`config.mk`:
```
export PLATFORM = sky130hd
export DESIGN_NAME = div_result_bcd
export DESIGN_NICKNAME = d
export VERILOG_FILES = /design/src/rtl/div_result_bcd_pkg.sv /design/src/rtl/div_result_bcd_adj3.sv /design/src/rtl/div_result_bcd.sv
export SDC_FILE = /design/constraint.sdc
export NUM_CORES = 1
export LEC_CHECK = 0
export ABC_AREA = 1
export BUFFER_PORTS_ARGS = -buffer_cell sky130_fd_sc_hd__buf_4
export CAP_MARGIN = 20
export CORE_MARGIN = 2
export CORE_UTILIZATION = 30
export DETAILED_ROUTE_END_ITERATION = 6
export PLACE_DENSITY_LB_ADDON = 0.2
export SLEW_MARGIN = 20
export SYNTH_ARGS = -nofsm -noshare
export SYNTH_HDL_FRONTEND = slang
export SYNTH_SLANG_ARGS = --single-unit
```
`constraint.sdc`:
```
create_clock -name clk -period 1.6 [get_ports clk]
set_input_delay 0.48 -clock clk [delete_from_list [all_inputs] [get_ports clk]]
set_output_delay 0.48 -clock clk [all_outputs]
set_load 0.02 [all_outputs]
```
`src/rtl/div_result_bcd_pkg.sv`:
```
// -----------------------------------------------------------------------------
// div_result_bcd_pkg
//   Shared widths, counter sizing and FSM state encoding for the divider
//   result-to-BCD stage. Only the default widths are supported.
// -----------------------------------------------------------------------------
package div_result_bcd_pkg;

    localparam int QW     = 8;          // quotient width (binary)
    localparam int RW     = 7;          // remainder width (binary), RW <= QW
    localparam int DIGITS = 3;          // BCD digits per result
    localparam int BCD_W  = 4 * DIGITS; // packed BCD width
    localparam int CNT_W  = 3;          // iteration counter width

    // Counter value seen on the edge that performs the final (QW-th) iteration.
    localparam logic [CNT_W-1:0] CNT_LAST = 3'd7;

    typedef enum logic [1:0] {
        DR_IDLE    = 2'd0,
        DR_CONV    = 2'd1,
        DR_HOLD    = 2'd2,
        DR_ILLEGAL = 2'd3   // unreachable; decoded back to DR_IDLE
    } dr_state_e;

endpackage

```
`src/rtl/div_result_bcd_adj3.sv`:
```
// -----------------------------------------------------------------------------
// bcd_adj3
//   Double-dabble digit correction: adds 3 to a BCD digit that is 5 or more so
//   the following left shift carries correctly into the next decade.
//   Purely combinational.
// Ports:
//   digit_in   in  4  BCD digit before correction
//   digit_out  out 4  corrected digit
// -----------------------------------------------------------------------------
module bcd_adj3 (
    input  logic [3:0] digit_in,
    output logic [3:0] digit_out
);

    // Add-3 correction for digits of 5 and above.
    always_comb begin
        if (digit_in >= 4'd5) begin
            digit_out = digit_in + 4'd3;
        end else begin
            digit_out = digit_in;
        end
    end

endmodule

```
`src/rtl/div_result_bcd.sv`:
```
// -----------------------------------------------------------------------------
// div_result_bcd
//   Captures the divider's quotient/remainder on the rising edge of div_valid
//   and converts both to 3-digit packed BCD with a sequential shift-add-3
//   engine (one bit per clock). The result is held under a valid/ack
//   handshake. The divider cannot be stalled, so events arriving while busy
//   are dropped and recorded in a sticky overrun flag.
// Ports:
//   clk        in   1   rising-edge clock
//   reset      in   1   synchronous, active-high
//   div_valid  in   1   divider result valid; its rising edge is the event
//   quotient   in   8   sampled on the capture edge only
//   remainder  in   7   sampled on the capture edge only
//   out_ack    in   1   consumer accepts result (only while out_valid=1)
//   bcd_quot   out  12  quotient BCD {hundreds,tens,ones}
//   bcd_rem    out  12  remainder BCD {hundreds,tens,ones}
//   out_valid  out  1   bcd_* valid and stable
//   busy       out  1   state is not IDLE
//   overrun    out  1   sticky: a divider result was dropped
// -----------------------------------------------------------------------------
module div_result_bcd
    import div_result_bcd_pkg::*;
(
    input  logic              clk,
    input  logic              reset,
    input  logic              div_valid,
    input  logic [QW-1:0]     quotient,
    input  logic [RW-1:0]     remainder,
    input  logic              out_ack,
    output logic [BCD_W-1:0]  bcd_quot,
    output logic [BCD_W-1:0]  bcd_rem,
    output logic              out_valid,
    output logic              busy,
    output logic              overrun
);

    dr_state_e          state_r,     state_nxt_s;
    logic [CNT_W-1:0]   cnt_r,       cnt_nxt_s;
    logic [QW-1:0]      bin_q_r,     bin_q_nxt_s;
    logic [QW-1:0]      bin_r_r,     bin_r_nxt_s;
    logic [BCD_W-1:0]   acc_q_r,     acc_q_nxt_s;
    logic [BCD_W-1:0]   acc_r_r,     acc_r_nxt_s;
    logic [BCD_W-1:0]   bcd_quot_r,  bcd_quot_nxt_s;
    logic [BCD_W-1:0]   bcd_rem_r,   bcd_rem_nxt_s;
    logic               out_valid_r, out_valid_nxt_s;
    logic               busy_r,      busy_nxt_s;
    logic               overrun_r,   overrun_nxt_s;
    logic               div_valid_q_r;

    logic               ev_s;
    logic [BCD_W-1:0]   adj_q_s;
    logic [BCD_W-1:0]   adj_r_s;
    logic [BCD_W-1:0]   shift_q_s;
    logic [BCD_W-1:0]   shift_r_s;

    // A result event is the rising edge of div_valid, so a level input
    // produces exactly one event.
    assign ev_s = div_valid & ~div_valid_q_r;

    // Per-digit add-3 correction for both accumulators.
    for (genvar d = 0; d < DIGITS; d++) begin : g_adj
        bcd_adj3 u_adj_q (
            .digit_in  (acc_q_r[4*d +: 4]),
            .digit_out (adj_q_s[4*d +: 4])
        );
        bcd_adj3 u_adj_r (
            .digit_in  (acc_r_r[4*d +: 4]),
            .digit_out (adj_r_s[4*d +: 4])
        );
    end

    // {acc,bin} shifted left by one: the binary MSB enters the accumulator LSB.
    assign shift_q_s = {adj_q_s[BCD_W-2:0], bin_q_r[QW-1]};
    assign shift_r_s = {adj_r_s[BCD_W-2:0], bin_r_r[QW-1]};

    // Next-state and datapath decode for the IDLE/CONV/HOLD controller.
    always_comb begin
        state_nxt_s     = state_r;
        cnt_nxt_s       = cnt_r;
        bin_q_nxt_s     = bin_q_r;
        bin_r_nxt_s     = bin_r_r;
        acc_q_nxt_s     = acc_q_r;
        acc_r_nxt_s     = acc_r_r;
        bcd_quot_nxt_s  = bcd_quot_r;
        bcd_rem_nxt_s   = bcd_rem_r;
        out_valid_nxt_s = out_valid_r;
        overrun_nxt_s   = overrun_r;

        case (state_r)
            DR_IDLE: begin
                if (ev_s) begin
                    bin_q_nxt_s = quotient;
                    bin_r_nxt_s = {1'b0, remainder};
                    acc_q_nxt_s = {BCD_W{1'b0}};
                    acc_r_nxt_s = {BCD_W{1'b0}};
                    cnt_nxt_s   = {CNT_W{1'b0}};
                    state_nxt_s = DR_CONV;
                end else begin
                    state_nxt_s = DR_IDLE;
                end
            end

            DR_CONV: begin
                acc_q_nxt_s = shift_q_s;
                acc_r_nxt_s = shift_r_s;
                bin_q_nxt_s = {bin_q_r[QW-2:0], 1'b0};
                bin_r_nxt_s = {bin_r_r[QW-2:0], 1'b0};
                cnt_nxt_s   = cnt_r + 3'd1;
                if (cnt_r == CNT_LAST) begin
                    // Final iteration: publish the shifted accumulators.
                    bcd_quot_nxt_s  = shift_q_s;
                    bcd_rem_nxt_s   = shift_r_s;
                    out_valid_nxt_s = 1'b1;
                    state_nxt_s     = DR_HOLD;
                end else begin
                    state_nxt_s = DR_CONV;
                end
                if (ev_s) begin
                    overrun_nxt_s = 1'b1;
                end else begin
                    overrun_nxt_s = overrun_r;
                end
            end

            DR_HOLD: begin
                if (out_ack) begin
                    out_valid_nxt_s = 1'b0;
                    if (ev_s) begin
                        // Ack and a new event on the same edge: hand over
                        // directly, nothing is lost.
                        bin_q_nxt_s = quotient;
                        bin_r_nxt_s = {1'b0, remainder};
                        acc_q_nxt_s = {BCD_W{1'b0}};
                        acc_r_nxt_s = {BCD_W{1'b0}};
                        cnt_nxt_s   = {CNT_W{1'b0}};
                        state_nxt_s = DR_CONV;
                    end else begin
                        state_nxt_s = DR_IDLE;
                    end
                end else if (ev_s) begin
                    overrun_nxt_s = 1'b1;
                end else begin
                    state_nxt_s = DR_HOLD;
                end
            end

            default: begin
                state_nxt_s     = DR_IDLE;
                out_valid_nxt_s = 1'b0;
            end
        endcase

        busy_nxt_s = (state_nxt_s != DR_IDLE);
    end

    // State, datapath and output registers with synchronous reset.
    always_ff @(posedge clk) begin
        if (reset) begin
            state_r       <= DR_IDLE;
            cnt_r         <= {CNT_W{1'b0}};
            bin_q_r       <= {QW{1'b0}};
            bin_r_r       <= {QW{1'b0}};
            acc_q_r       <= {BCD_W{1'b0}};
            acc_r_r       <= {BCD_W{1'b0}};
            bcd_quot_r    <= {BCD_W{1'b0}};
            bcd_rem_r     <= {BCD_W{1'b0}};
            out_valid_r   <= 1'b0;
            busy_r        <= 1'b0;
            overrun_r     <= 1'b0;
            div_valid_q_r <= 1'b0;
        end else begin
            state_r       <= state_nxt_s;
            cnt_r         <= cnt_nxt_s;
            bin_q_r       <= bin_q_nxt_s;
            bin_r_r       <= bin_r_nxt_s;
            acc_q_r       <= acc_q_nxt_s;
            acc_r_r       <= acc_r_nxt_s;
            bcd_quot_r    <= bcd_quot_nxt_s;
            bcd_rem_r     <= bcd_rem_nxt_s;
            out_valid_r   <= out_valid_nxt_s;
            busy_r        <= busy_nxt_s;
            overrun_r     <= overrun_nxt_s;
            div_valid_q_r <= div_valid;
        end
    end

    assign bcd_quot  = bcd_quot_r;
    assign bcd_rem   = bcd_rem_r;
    assign out_valid = out_valid_r;
    assign busy      = busy_r;
    assign overrun   = overrun_r;

endmodule

```
# After elaboration in Yosys (flattened, before gate mapping)
# Index checks and enable logic that the tools add are counted.
# word_totals
regBits	73
latch_bits	0
ram_bits	0
romBits	0
in_bits	19
output_inout_bits	27
elab_cells	74
n_memories	0
# op_classes
addsub	7
multipliers	0
n_div	0
magnitude_cmp	6
n_eq_ne	6
n_shift	0
mux	32
bitwise	3
n_reduce_logical	8
# op_table
cell	count
one-hot mux 12 bit (3 select lines)	2
two-way mux 12 bit	4
one-hot mux 8 bit (3 select lines)	2
two-way mux 8 bit	4
>= comparator 4 x 3 -> 1 bit, second input constant	6
adder 4 x 2 -> 4 bit, second input constant	4
two-way mux 4 bit	4
two-way mux 3 bit	4
one-hot mux 3 bit (3 select lines)	1
adder 3 x 2 -> 3 bit, second input constant	2
two-way mux 2 bit	3
!= test 2 bit, second input constant	3
one-hot mux 2 bit (3 select lines)	1
AND reduction 2 bit	3
two-way mux 1 bit	5
nonzero test 2 bit	2
adder 3 x 1 -> 3 bit, second input constant	1
== test 3 bit, second input constant	1
one-hot mux 1 bit (3 select lines)	1
AND reduction 3 bit	1
nonzero test 3 bit	1
== test 2 x 1 -> 1 bit, second input constant	1
== test 2 bit, second input constant	1
logical NOT 2 bit	1
other kinds (3)	4

# Longest topological paths before layout
# logic_depth
ltp_word	6
ltp_mapped	10

# Modules after synthesis
# A second synthesis with hierarchy kept.
# hier_totals
hier_cells	532
hier_area_um2	3709.8
# modules_own_cells
module	n_inst	cells_per_inst	area_per_inst_um2
div_result_bcd	1	394	2899.0
bcd_adj3	6	23	135.1

# Worst setup path before layout
# OpenSTA, ideal clock, no wires.
# synth_timing
path_kind	reg2reg
start	register cnt_r[0]
end	register bcd_quot_r[4], in the netlist bcd_quot[4]
setup_ns	0.109
arrival_ns	1.245
required_time_ns	1.491
path_slack_ns	0.246
path_stages_with_launch	9
cell_sequence	dfxtp_1 > ha_1 > ha_1 > nand2_2 > inv_4 > buf_4 > o21a_1 > nand2_1 > inv_1
# synth_via
elab_chain_len	2
# synth_lines
element	line_no	text
start, declared	div_result_bcd.sv:38	logic [CNT_W-1:0] cnt_r, cnt_nxt_s;
start signal, assigned	div_result_bcd.sv:160	cnt_r <= {CNT_W{1'b0}};
start signal, assigned	div_result_bcd.sv:173	cnt_r <= cnt_nxt_s;
== test 3 bit	div_result_bcd.sv:109	if (cnt_r == CNT_LAST) begin
AND reduction 2 bit (no line)	n/a	
end signal, assigned	div_result_bcd.sv:165	bcd_quot_r <= {BCD_W{1'b0}};
end signal, assigned	div_result_bcd.sv:178	bcd_quot_r <= bcd_quot_nxt_s;
end, declared	div_result_bcd.sv:43	logic [BCD_W-1:0] bcd_quot_r, bcd_quot_nxt_s;
# No other way between the ends.
# A chain may end at the register's enable or synchronous reset.

# Worst setup path after layout
# layout_timing
start	register acc_r_r[4]
end	register bcd_rem_r[6], in the netlist bcd_rem[6]
# layout_via
elab_chain_len	2
elab_cells_between_ends	3
# layout_lines
element	line_no	text
start, declared	div_result_bcd.sv:42	logic [BCD_W-1:0] acc_r_r, acc_r_nxt_s;
start signal, assigned	div_result_bcd.sv:164	acc_r_r <= {BCD_W{1'b0}};
start signal, assigned	div_result_bcd.sv:177	acc_r_r <= acc_r_nxt_s;
adder 4 x 2 -> 4 bit or >= comparator 4 x 3 -> 1 bit (tied branches)	div_result_bcd_adj3.sv:18, div_result_bcd_adj3.sv:17	
two-way mux 4 bit (*)	div_result_bcd_adj3.sv:17	if (digit_in >= 4'd5) begin
end signal, assigned	div_result_bcd.sv:166	bcd_rem_r <= {BCD_W{1'b0}};
end signal, assigned	div_result_bcd.sv:179	bcd_rem_r <= bcd_rem_nxt_s;
end, declared	div_result_bcd.sv:44	logic [BCD_W-1:0] bcd_rem_r, bcd_rem_nxt_s;
# Every way passes the cells marked *; elsewhere a longest branch is shown, timed or not.

==> out/metrics.cfg <==
[status]
outcome=finished, final reports clean

[drt]
wl_mm=8.42
via_per_inst=4.67
drt-pass1-iter-count=5
drtIter0Drc=151
postRouteAntennaNets=0
drc=0
dr_total_vias=3290
wl_per_cell_um=11.9

[final_layout]
layout-drive-gt1-share_pct=18.0
diodes=0
area_growth_pct=24.8
fin_nets=590

[clocking]
cts_tree=built
clock_path_buffers=2
clk_latency_ns=0.33
cts_sinks=73
hold_buffers=0
numCtsBuffers=9
cts.clk_slew.worst_paths_ns=0.06
htree_levels=3
cts_root_buffer=clkbuf_16

[synthesis]
synth_area_um2=3600
netlist.area_leader.share_pct=40.6
synth_ff_type=dfxtp_1
synthCells=506
ys_types=28
ys_seq_elements=73
synth_top_cell_by_area=dfxtp_1
synthArstFlopShare_pct=0
netlist_top_cells_area=dfxtp_1, nand2_1, nand3_1, inv_1, a21oi_1
yosysMostFrequentCell=nand2_1
syn-num-nets=539
syn_area_per_cell_um2=7.11
synth_commonest_cells=nand2_1, dfxtp_1, inv_1, nand3_1, nor2_1
ys_warn_count=0
synth_edf_count=0
synth-seq-area-share_pct=40.6

[global_route]
grt_pass1_wl_mm=14.2
grt_remaining_overflow=0
grt_max_degree=27
grt_usage_pct=13.7
grt_pass1_vias=3012
antenna_found_initial=0

[floorplan]
boundaryPins=46
coreArea_um2=11600
dieArea_um2=12900
die_w_um=113
row_count=39
die_h_um=113
start_util_pct=31.1

[placement]
dp_hpwl_mm=5.91
place.gp.congestion=0.839
pre_cts_slack_ns=0.0828
io_buffers=45

[flow_run]
maxCapViolations=0

[pwr]
leakage_uw=0.00207
p_per_area_nw_per_um2=1020
finalPower_uw=4570
vdd_ir_drop_max_v=0.000565

[sta]
worstMarginPinSlew_ns=0.279
setup_slack_ns=0.142
setup_viol=0
rsz0062_at_grt=no
post-route-period-util_pct=91.1
fmax_mhz=686
fin_crit_ns=1.46
hold_viol=0
finalMaxSlewViolations=0
relSlewSlack_pct=81.4
tns_ns=0
fin_skew_ns=0.00556

[worst_setup_path]
worstPathArrival_ns=1.68
cp_max_fo=5
required_ns=1.83
critPathKind=reg -> reg
cp-end-kind=flip-flop
startpoint_type=flip-flop

[hold_path]
hp-class=in -> reg

[final timing paths]
check | start | end | slack, ns | cells after the start
worst min register to register | bin_r_r[0] | bin_r_r[0] | 0.46 | 2
worst max-delay path | acc_r_r[4] | bcd_rem[6] | 0.14 | 10
worst min-delay path | div_valid | div_valid_q_r | 0.37 | 3
worst max register to register | acc_r_r[4] | bcd_rem[6] | 0.14 | 10
[cells by family (layout without fill, tap and decap cells)]
kind of cell | after synthesis | count (layout) | share of synthesized area [%]
AND/OR/NAND/NOR | 246 | 246 | 29.5
AO/OA/AOI/OAI | 94 | 94 | 15.2
buffers and inverters | 79 | 135 | 9.74
flip-flops | 73 | 73 | 40.6
adder cells (fa/ha/maj) | 14 | 14 | 4.87
[flip-flops by register name (all words and copies together), names as in the netlist]
signal and flops:
acc_q_r 12, acc_r_r 12, state_r 2, div_valid_q_r 1, bcd_rem 12, bcd_quot 12, busy 1, cnt_r 3
out_valid 1, overrun 1, bin_r_r 8, bin_q_r 8
[critical path, cell delays in order (launching register included)]
cell and delay [ns]:
dfxtp_1 0.41, inv_1 0.11, ha_1 0.22, inv_1 0.05, nand2_1 0.12, nand3_2 0.13, nand2_1 0.07, nand2_1 0.10
nand2_1 0.06, nand2_1 0.06, inv_1 0.03
[cells in the final DEF (no fill, tap or decap)]
master / count
nand3_1: 43
dfxtp_2: 1
clkinv_2: 1
nand2_4: 1
nor2_2: 1
clkbuf_8: 1
a21oi_2: 6
inv_4: 1
clkinv_1: 1
dfxtp_1: 72
nand2_2: 8
buf_4: 60
clkbuf_1: 1
clkbuf_16: 9
nand4_1: 14
a21oi_1: 35
o211ai_1: 1
ha_1: 14
clkinvlp_4: 1
nand3_2: 2
inv_2: 2
nand2_1: 140
o21ai_4: 1
nor2_1: 36
nor2_8: 1
inv_1: 53
buf_12: 2
o21a_1: 16
o21ai_1: 1
o21ai_0: 33
a31oi_1: 1
bufinv_16: 3
[per-stage QoR]
step | hold slack (ns) | instance area [um^2] | cells | util [%]
floorplan | 0.441 | 3600 | 506 | -
global placement | 0.451 | 4130 | 689 | 35.7
detailed placement | 0.455 | 4130 | 689 | 35.7
CTS | 0.358 | 4480 | 705 | 38.7
global route | 0.377 | 4490 | 705 | 38.8
finish | 0.366 | 4490 | 705 | 38.8
[layer usage]
metal | vias up | wire, um | track usage (%)
met3 | 4 | 352 | 3.77
met4 | 0 | 76 | 4.88
met1 | 1476 | 4260 | 17.7
li1 | 1745 | - | -
met2 | 65 | 3730 | 22.1
met5 | - | 0 | 0
[timing repair]
action | 4_1_cts | 5_1_grt
buffers inserted | 0 | 0
setup endpoints to repair | 0 | 4
gates resized for setup | 0 | 3
endpoints found under the hold margin | 0 | 0
[cell type report]
| class | count | area [um^2] |
|---|---|---|
| clock buffers | 11 | 243 |
| flip-flops and latches | 73 | 1460 |
| well taps | 143 | 179 |
| multi-input cells | 354 | 1790 |
| clock inverters | 5 | 103 |
| repair buffers | 62 | 490 |
| fillers | 1201 | 7080 |
| inverters | 57 | 216 |
[where the power goes]
part	leakage [uW]	total [uW]	switching, uW	internal (uW)
sequential	0.000593	1900	27.5	1870
combinational	0.00131	366	229	137
clock	0.000166	2300	739	1560
total	0.00207	4570	995	3570
(Power assumes the default switching activity.)
